### src/rtl/mc_maindec.sv
// Multi-cycle MIPS main controller: sequences fetch/decode/execute/memory/writeback,
// handshakes with variable-latency memory and counts retired instructions.
module mc_maindec #(
  parameter bit EXT_OPS = 1'b1,
  parameter int CNT_W   = 32
) (
  input  logic             clk,
  input  logic             resetn,
  input  logic [5:0]       op,
  input  logic             zero,
  input  logic             mem_ready,
  output logic             mem_req,
  output logic             mem_we,
  output logic             iord,
  output logic             irwrite,
  output logic             pcwrite,
  output logic [1:0]       pcsrc,
  output logic             alusrca,
  output logic [1:0]       alusrcb,
  output logic [2:0]       aluop,
  output logic             imm_zext,
  output logic             regwrite,
  output logic             regdst,
  output logic             memtoreg,
  output logic             illegal,
  output logic [CNT_W-1:0] instret,
  output logic [3:0]       state_o
);

  typedef enum logic [3:0] {
    S_FETCH  = 4'd0,  S_DECODE = 4'd1,  S_MEMADR = 4'd2,  S_MEMRD  = 4'd3,
    S_MEMWB  = 4'd4,  S_MEMWR  = 4'd5,  S_REX    = 4'd6,  S_RWB    = 4'd7,
    S_IEX    = 4'd8,  S_IWB    = 4'd9,  S_BRANCH = 4'd10, S_JUMP   = 4'd11
  } state_t;

  typedef struct packed {
    logic       mem_req;
    logic       mem_we;
    logic       iord;
    logic       irwrite;
    logic       pcwrite;
    logic [1:0] pcsrc;
    logic       alusrca;
    logic [1:0] alusrcb;
    logic [2:0] aluop;
    logic       imm_zext;
    logic       regwrite;
    logic       regdst;
    logic       memtoreg;
    logic       illegal;
  } ctl_t;

  localparam logic [5:0] OP_RTYPE = 6'b000000;
  localparam logic [5:0] OP_J     = 6'b000010;
  localparam logic [5:0] OP_BEQ   = 6'b000100;
  localparam logic [5:0] OP_BNE   = 6'b000101;
  localparam logic [5:0] OP_ADDI  = 6'b001000;
  localparam logic [5:0] OP_SLTI  = 6'b001010;
  localparam logic [5:0] OP_ANDI  = 6'b001100;
  localparam logic [5:0] OP_ORI   = 6'b001101;
  localparam logic [5:0] OP_LW    = 6'b100011;
  localparam logic [5:0] OP_SW    = 6'b101011;

  state_t           r_state;
  logic [5:0]       r_op_q;
  logic [CNT_W-1:0] r_instret;

  state_t w_next;
  logic   w_retire;
  ctl_t   w_ctl;

  // NOTE: every signal written here gets a default first so no path leaves it
  // unassigned; otherwise synthesis infers a latch.
  always_comb begin
    w_next   = S_FETCH;
    w_retire = 1'b0;
    w_ctl    = '0;
    case (r_state)
      S_FETCH: begin
        w_ctl.mem_req = 1'b1;
        w_ctl.alusrcb = 2'b01;
        if (mem_ready) begin
          w_ctl.irwrite = 1'b1;
          w_ctl.pcwrite = 1'b1;
          w_next        = S_DECODE;
        end else begin
          w_next = S_FETCH;
        end
      end
      S_DECODE: begin
        w_ctl.alusrcb = 2'b11;
        case (op)
          OP_LW, OP_SW: w_next = S_MEMADR;
          OP_RTYPE:     w_next = S_REX;
          OP_ADDI:      w_next = S_IEX;
          OP_BEQ:       w_next = S_BRANCH;
          OP_J:         w_next = S_JUMP;
          OP_BNE: begin
            if (EXT_OPS) w_next = S_BRANCH;
            else         w_ctl.illegal = 1'b1;
          end
          OP_ANDI, OP_ORI, OP_SLTI: begin
            if (EXT_OPS) w_next = S_IEX;
            else         w_ctl.illegal = 1'b1;
          end
          default: w_ctl.illegal = 1'b1;
        endcase
      end
      S_MEMADR: begin
        w_ctl.alusrca = 1'b1;
        w_ctl.alusrcb = 2'b10;
        w_next        = (r_op_q == OP_LW) ? S_MEMRD : S_MEMWR;
      end
      S_MEMRD: begin
        w_ctl.mem_req = 1'b1;
        w_ctl.iord    = 1'b1;
        w_next        = mem_ready ? S_MEMWB : S_MEMRD;
      end
      S_MEMWB: begin
        w_ctl.regwrite = 1'b1;
        w_ctl.memtoreg = 1'b1;
        w_retire       = 1'b1;
      end
      S_MEMWR: begin
        w_ctl.mem_req = 1'b1;
        w_ctl.mem_we  = 1'b1;
        w_ctl.iord    = 1'b1;
        w_retire      = mem_ready;
        w_next        = mem_ready ? S_FETCH : S_MEMWR;
      end
      S_REX: begin
        w_ctl.alusrca = 1'b1;
        w_ctl.aluop   = 3'b010;
        w_next        = S_RWB;
      end
      S_RWB: begin
        w_ctl.regwrite = 1'b1;
        w_ctl.regdst   = 1'b1;
        w_retire       = 1'b1;
      end
      S_IEX: begin
        w_ctl.alusrca = 1'b1;
        w_ctl.alusrcb = 2'b10;
        case (r_op_q)
          OP_ANDI: begin w_ctl.aluop = 3'b011; w_ctl.imm_zext = 1'b1; end
          OP_ORI:  begin w_ctl.aluop = 3'b100; w_ctl.imm_zext = 1'b1; end
          OP_SLTI: w_ctl.aluop = 3'b101;
          default: w_ctl.aluop = 3'b000;
        endcase
        w_next = S_IWB;
      end
      S_IWB: begin
        w_ctl.regwrite = 1'b1;
        w_retire       = 1'b1;
      end
      S_BRANCH: begin
        w_ctl.alusrca = 1'b1;
        w_ctl.aluop   = 3'b001;
        w_ctl.pcsrc   = 2'b01;
        w_ctl.pcwrite = (r_op_q == OP_BNE) ? ~zero : zero;
        w_retire      = 1'b1;
      end
      S_JUMP: begin
        w_ctl.pcsrc   = 2'b10;
        w_ctl.pcwrite = 1'b1;
        w_retire      = 1'b1;
      end
      default: w_next = S_FETCH;
    endcase
  end

  // Outputs are gated by resetn so the FETCH request cannot appear during reset.
  always_comb begin
    {mem_req, mem_we, iord, irwrite, pcwrite, pcsrc, alusrca, alusrcb,
     aluop, imm_zext, regwrite, regdst, memtoreg, illegal} = resetn ? w_ctl : '0;
  end

  // NOTE: sequential state uses non-blocking assignments so every register
  // samples pre-edge values regardless of block ordering.
  always_ff @(posedge clk or negedge resetn) begin
    if (!resetn) begin
      r_state   <= S_FETCH;
      r_op_q    <= '0;
      r_instret <= '0;
    end else begin
      r_state <= w_next;
      if (r_state == S_DECODE) r_op_q <= op;
      if (w_retire) r_instret <= r_instret + CNT_W'(1);
    end
  end

  assign instret = r_instret;
  assign state_o = r_state;

endmodule

### config.mk
export PLATFORM = sky130hd
export DESIGN_NAME = mc_maindec
export DESIGN_NICKNAME = d
export VERILOG_FILES = /design/src/rtl/mc_maindec.sv
export SDC_FILE = /design/constraint.sdc
export NUM_CORES = 1
export LEC_CHECK = 0
export ABC_CLOCK_PERIOD_IN_PS = 2400
export CORE_MARGIN = 5
export CORE_UTILIZATION = 49
export DETAILED_ROUTE_END_ITERATION = 6
export HOLD_SLACK_MARGIN = 0.1
export PLACE_DENSITY = 0.8
export SLEW_MARGIN = 0
export SYNTH_ARGS = -nofsm -noshare
export SYNTH_HDL_FRONTEND = slang
export SYNTH_SLANG_ARGS = --single-unit
### constraint.sdc
create_clock -name clk -period 2.4 [get_ports clk]
set_clock_uncertainty 0.2 [all_clocks]
set_input_delay 0.36 -clock clk [delete_from_list [all_inputs] [get_ports clk]]
set_output_delay 0.36 -clock clk [all_outputs]
set_load 0.01 [all_outputs]
==> flow_metrics.tcl, run 1 <==
set metrics [dict create \
    r2r_cells 5 \
    area_growth_pct 45.35 \
    timing.rr.start "state_o[2]$_DFF_PN0_" \
    arrival_ps 1840 \
    powerDensity_mw_per_mm2 694.9 \
    fin_cells 430 \
    clkSinkCount 42 \
    wl_per_cell_um 16.13 \
    worstMarginPinSlew_ps 464.0 \
    cp-end-kind "output pin" \
    seq_area_mm2 0.001056 \
    synth_warnings 0 \
    gp_congestion 0.8826 \
    min_period_ps 2400 \
    fillers 375 \
    status "complete, no violations" \
    ir_drop_v 0.0005462 \
    setup_tns_ps 0 \
    rsz0062_at_grt "yes" \
    synth_area_mm2 0.002514 \
    synth_compound_gate_area_share 0.06770 \
    synth_edf_count 0 \
    regToRegSetupSlack_ps 120 \
    chipWidth_um 81.63 \
    overflow 0 \
    clockPowerShare 0.191 \
    maxSlewViolCount 0 \
    numPortBuffers 63 \
    switching_power_w 0.0009304 \
    synth_fp_nets 270 \
    holdCritPathClass "input pin to asynchronous set/reset pin" \
    relSlewSlack 0.6907 \
    pwr-share-seq 0.378 \
    fin_nets 370 \
    gr-usage-all-layers 0.2223 \
    rows 26 \
    die_h_um 81.63 \
    max_freq_ghz 0.4167 \
    ys_ff_latch 42 \
    synth_xor_area_frac 0.1289 \
    dp.cells 413 \
    async_flop_share 1.000 \
    worstSetupPathType "register to output pin" \
    drive_gt1_frac 0.2417 \
    internal_power_w 0.001609 \
    p_leak_nw 1.533 \
    grt_pass1_vias 2342 \
    clockBufferDepth 2 \
    sw_frac_of_total 0.3664 \
    ys.flop_type "dfrtp_1" \
    netlist_instances 259 \
    synthMuxAreaShare 0.03086 \
    cp-start-kind "register" \
    htreeDepth 2 \
    wl_mm 6.935 \
    cp.required_ps 1840 \
    final_hold_viol_count 0 \
    synthAdderAreaFrac 0.004978 \
    cts-root-buf "clkbuf_8" \
    routed_via_density 5.567 \
    clock_latency_ps 290 \
    post-route-period-util 1.000 \
    grt_max_degree 37 \
    antenna_found_initial 0 \
    fp.coreArea_mm2 0.005042 \
    grt_pass1_wl_mm 11.46 \
    crit_path_max_fanout 4 \
    synth_top_family_by_area "simple AND/OR/NAND/NOR gates" \
    cts_tree "yes" \
    firstDrtPassIters 4 \
    num_antenna_cells 0 \
    combinationalPowerShare 0.431 \
    clkTransAtPathRegs_ps 90 \
    r2r_end "instret[25]$_DFFE_PN0P_" \
    yosysUniqueCellTypes 47 \
    setup_viol_count_final 0 \
    ys_seq_area_frac 0.4181 \
    io_pins 64 \
    yosys.area_share.simple 0.3116 \
    initial_core_util 0.4985 \
    max-cap-violations 0 \
    final_antenna_net_count 0 \
    multiInputGateArea_mm2 0.001415 \
    dpl.hpwl_mm 4.855 \
    cts_inserted_buffers 5 \
    drc_errors 0 \
    dieArea_mm2 0.006663 \
    avgSynthCellArea_um2 9.705 \
    via_count 2394 \
    drt-initial-drc-count 111 \
]
-- worst max-delay path by stage --
| stage | endpoint | depth (start not counted) | slack [ps] | start |
|---|---|---|---|---|
| floorplan | alusrca | 4 | 240 | state_o[3]$_DFF_PN0_ |
| global placement | illegal | 6 | -160 | op[2] |
| detailed placement | illegal | 6 | -230 | op[2] |
| CTS | illegal | 6 | 1 | op[2] |
| global route | aluop[0] | 5 | -100 | state_o[2]$_DFF_PN0_ |
| finish | pcsrc[0] | 5 | 0.05 | state_o[0]$_DFF_PN0_ |
-- critical path: stages (launching register included) --
cell	delay (ps)
dfrtp_2	450
buf_4	150
nor2b_1	220
nand2_1	140
inv_1	70
clkdlybuf4s50_1	530
-- cells in the final DEF (no fill, tap or decap), types with 3 or more instances in the layout --
| cell type | netlist | final |
|---|---|---|
| nor2_1 | 13 | 12 |
| and3_1 | 5 | 5 |
| nor2b_1 | 5 | 3 |
| a21oi_1 | 6 | 4 |
| nand2_1 | 22 | 22 |
| clkbuf_8 | 0 | 6 |
| clkdlybuf4s50_1 | 0 | 45 |
| mux2_2 | 6 | 6 |
| xor2_1 | 19 | 19 |
| nand4_1 | 21 | 21 |
| dfrtp_1 | 42 | 38 |
| xnor2_1 | 18 | 18 |
| and4_1 | 5 | 5 |
| nor3_1 | 13 | 12 |
| and2_1 | 4 | 4 |
| buf_4 | 1 | 41 |
| dlygate4sd2_1 | 0 | 10 |
| dlymetal6s2s_1 | 0 | 5 |
| nor4_2 | 11 | 12 |
| dfrtp_2 | 0 | 4 |
| inv_1 | 7 | 7 |
| nand3_1 | 9 | 9 |
| o21ai_0 | 4 | 4 |
| nand2b_1 | 3 | 3 |
-- registers in the layout (all words and copies together), names as in the netlist --
| name | flops |
|---|---|
| instret | 32 |
| r_op_q | 6 |
| state_o | 4 |
-- cells in the mapped netlist (3+ instances only) --
master,instances,area share
dfrtp_1,42,0.42
nand2_1,22,0.033
nand4_1,21,0.052
xor2_1,19,0.066
xnor2_1,18,0.063
nor2_1,13,0.019
nor3_1,13,0.026
nor4_2,11,0.055
nand3_1,9,0.018
inv_1,7,0.010
a21oi_1,6,0.012
mux2_2,6,0.027
and3_1,5,0.012
and4_1,5,0.017
clkbuf_1,5,0.0075
nor2b_1,5,0.012
and2_1,4,0.010
buf_2,4,0.0080
o21ai_0,4,0.0080
buf_1,3,0.0045
nand2b_1,3,0.0075
nor4_1,3,0.0075
-- area by class of cell --
cell class,instances,area share
well taps,70,0.02397
clock inverters,2,0.003425
inverters,7,0.007192
flip-flops and latches,42,0.2890
repair buffers,107,0.2664
clock buffers,6,0.02260
multi-input cells,196,0.3873
-- stage by stage --
| step | total power (W) | setup WS [ps] | area [um2] | hold WS, ps | utilization |
|---|---|---|---|---|---|
| 2_1_floorplan | 0.001491 | 240.1 | 2514 | -135.6 | - |
| 3_3_place_gp | 0.001942 | -157.4 | 3440 | 137.6 | 0.6821 |
| 3_5_place_dp | 0.001964 | -228.9 | 3440 | 142.4 | 0.6821 |
| 4_1_cts | 0.002516 | 1.464 | 3623 | 128.8 | 0.7186 |
| 5_1_grt | 0.002699 | -102.4 | 3654 | 172.2 | 0.7246 |
| 6_report | 0.002539 | 0.05473 | 3654 | 121.6 | 0.7246 |
-- cell families after synthesis --
kind of cell	Yosys count
flip-flops	42
XOR/XNOR	37
AND/OR/NAND/NOR	127
AO/OA/AOI/OAI	24
buffers and inverters	21
adder cells (fa/ha/maj)	1
multiplexers	7
-- repair_timing --
item | in CTS | in global routing
buffers inserted | 7 | 1
gates cloned | 0 | 0
hold buffers | 1 | 0
pin swaps | 1 | 3
gates resized for setup | 23 | 11
hold endpoints to repair | 6 | 0
endpoints found under the setup margin | 16 | 14
-- power groups by stage --
stage               Sequential (W)  Clock, W  Combinational (W)
finish                    0.000960  0.000485            0.00109
global route              0.000976  0.000527            0.00120
CTS                       0.000953  0.000493            0.00107
detailed placement        0.000978         0           0.000986
global placement          0.000973         0           0.000969
floorplan                 0.000937         0           0.000555
-- layer usage --
metal,global-route usage,up-vias,part of all wire
met5,0,-,0
met3,0.03728,9,0.043
met1,0.3060,1162,0.43
met4,0.06146,0,0.014
li1,-,1155,-
met2,0.3632,68,0.51
Power figures use the tool's default switching activity.
==> run 2, diff against run 1 <==
--- a/config.mk
+++ b/config.mk
@@ -6,7 +6,7 @@
 export NUM_CORES = 1
 export LEC_CHECK = 0
 export ABC_CLOCK_PERIOD_IN_PS = 2400
-export CORE_MARGIN = 5
+export CORE_MARGIN = 3
 export CORE_UTILIZATION = 49
 export DETAILED_ROUTE_END_ITERATION = 6
 export HOLD_SLACK_MARGIN = 0.1
==> flow_metrics.tcl, run 2 (synthesis gave the netlist of run 1 again) <==
set metrics [dict create \
    status "complete, no violations" \
    max_freq_ghz 0.4280 \
    area_growth_pct 44.35 \
    largest_reg_flops 32 \
    multiInputGateArea_mm2 0.001405 \
    max-cap-violations 0 \
    seq_area_mm2 0.001055 \
    drt-initial-drc-count 167 \
    grt_max_degree 36 \
    finalPower_w 0.002457 \
    drc_errors 0 \
    overflow 0 \
    r2r_cells 5 \
    combinationalPowerShare 0.420 \
    rsz0062_at_grt "no" \
    grt_pass1_wl_mm 10.97 \
    fp.coreArea_mm2 0.004848 \
    clkTransAtPathRegs_ps 80 \
    p_leak_nw 1.546 \
    drive_gt1_frac 0.2275 \
    htreeDepth 2 \
    setup_tns_ps 0 \
    cts_inserted_buffers 5 \
    cp-start-kind "register" \
    dieArea_mm2 0.006026 \
    chipWidth_um 77.63 \
    final_cell_mix "clkdlybuf4s50_1 (45), dfrtp_1 (39), buf_4 (36)" \
    cp.required_ps 1840 \
    clock_latency_ps 290 \
    holdCritPathClass "register to register" \
    mostFrequentLayoutCell "clkdlybuf4s50_1" \
    setup_viol_count_final 0 \
    clockBufferDepth 2 \
    cts_tree "yes" \
    min_period_ps 2337 \
    via_count 2349 \
    initial_core_util 0.5185 \
    relSlewSlack 0.6889 \
    clkSinkCount 42 \
    cts-root-buf "clkbuf_8" \
    switching_power_w 0.0008910 \
    num_antenna_cells 0 \
    gp_congestion 0.8855 \
    clockPowerShare 0.191 \
    rows 25 \
    fin_nets 366 \
    maxSlewViolCount 0 \
    crit_end "aluop[1]" \
    post-route-period-util 0.9736 \
    dpl.hpwl_mm 4.595 \
    io_pins 64 \
    pwr-share-seq 0.389 \
    final_antenna_net_count 0 \
    powerDensity_mw_per_mm2 677.2 \
    grt_pass1_vias 2340 \
    setup.worst_path.start "state_o[2]$_DFF_PN0_" \
    routed_via_density 5.553 \
    cp-end-kind "output pin" \
    r2r_end "instret[29]$_DFFE_PN0P_" \
    regToRegSetupSlack_ps 120 \
    gr-usage-all-layers 0.2220 \
    internal_power_w 0.001566 \
    ir_drop_v 0.0006842 \
    crit_path_max_fanout 8 \
    fillers 378 \
    firstDrtPassIters 4 \
    arrival_ps 1780 \
    worstMarginPinSlew_ps 463.1 \
    final_hold_viol_count 0 \
    sw_frac_of_total 0.3626 \
    timing.rr.start "state_o[1]$_DFF_PN0_" \
    wl_per_cell_um 15.36 \
    antenna_found_initial 0 \
    numPortBuffers 63 \
    die_h_um 77.63 \
    worstSetupPathType "register to output pin" \
    wl_mm 6.496 \
]
-- run 2: per-stage QoR --
| step | hold WS [ps] | util | instances | area (um2) | setup WS (ps) |
|---|---|---|---|---|---|
| finish | 271.9 | 0.7484 | 423 | 3628 | 63.47 |
| global route | 308.8 | 0.7484 | 423 | 3628 | 10.93 |
| CTS | 275.9 | 0.7417 | 422 | 3596 | -96.38 |
| detailed placement | 103.2 | 0.7066 | 407 | 3426 | -209.6 |
| global placement | 99.91 | 0.7066 | 407 | 3426 | -153.4 |
| floorplan | -135.6 | - | 259 | 2514 | 240.1 |
-- run 2: worst min-delay path by stage --
stage / start / end / slack [ps] / cells after the start
after floorplan: resetn / instret[0]$_DFFE_PN0P_ / -140 / 0
after global placement: resetn / instret[27]$_DFFE_PN0P_ / 100 / 2
after detailed placement: resetn / instret[27]$_DFFE_PN0P_ / 100 / 2
after CTS: instret[31]$_DFFE_PN0P_ / instret[31]$_DFFE_PN0P_ / 280 / 1
after global routing: instret[31]$_DFFE_PN0P_ / instret[31]$_DFFE_PN0P_ / 310 / 1
final: instret[31]$_DFFE_PN0P_ / instret[31]$_DFFE_PN0P_ / 270 / 1
-- run 2: power by group through the flow --
stage	sequential, W	combinational [W]	clock (W)
2_1_floorplan	0.000937	0.000555	0
3_3_place_gp	0.000977	0.000949	0
3_5_place_dp	0.000980	0.000970	0
4_1_cts	0.000952	0.00102	0.000485
5_1_grt	0.000976	0.00111	0.000513
6_report	0.000957	0.00103	0.000470
-- run 2: critical path, cell delays in order (launching register included) --
cell and delay [ps]:
dfrtp_2 470, buf_4 190, nor4_1 270, nand4_1 130, a21oi_1 170, clkdlybuf4s15_1 260
-- run 2: area by class of cell --
class | instances | share of cell area
Inverter | 7 | 0.007241
Tap cell | 67 | 0.02310
Clock buffer | 6 | 0.02276
Sequential cell | 42 | 0.2907
Timing Repair Buffer | 103 | 0.2655
Clock inverter | 2 | 0.003448
Multi-Input combinational cell | 196 | 0.3872
-- run 2: repair_timing --
| item | in CTS | in global routing |
|---|---|---|
| buffers inserted | 5 | 1 |
| endpoints found under the setup margin | 17 | 9 |
| gates resized for setup | 21 | 11 |
| endpoints found under the hold margin | 7 | 0 |
| hold buffers | 2 | 0 |
| pin swaps | 1 | 1 |
-- run 2: per-layer routing --
metal  share of wire  GRT usage  routed length, um  vias to the layer above
met5               0          0                  0                        -
met2            0.49     0.3716               3204                       61
met1            0.45     0.2924               2955                     1143
li1                -          -                  -                     1136
met4           0.010    0.06228                 68                        0
met3           0.041    0.04292                267                        9
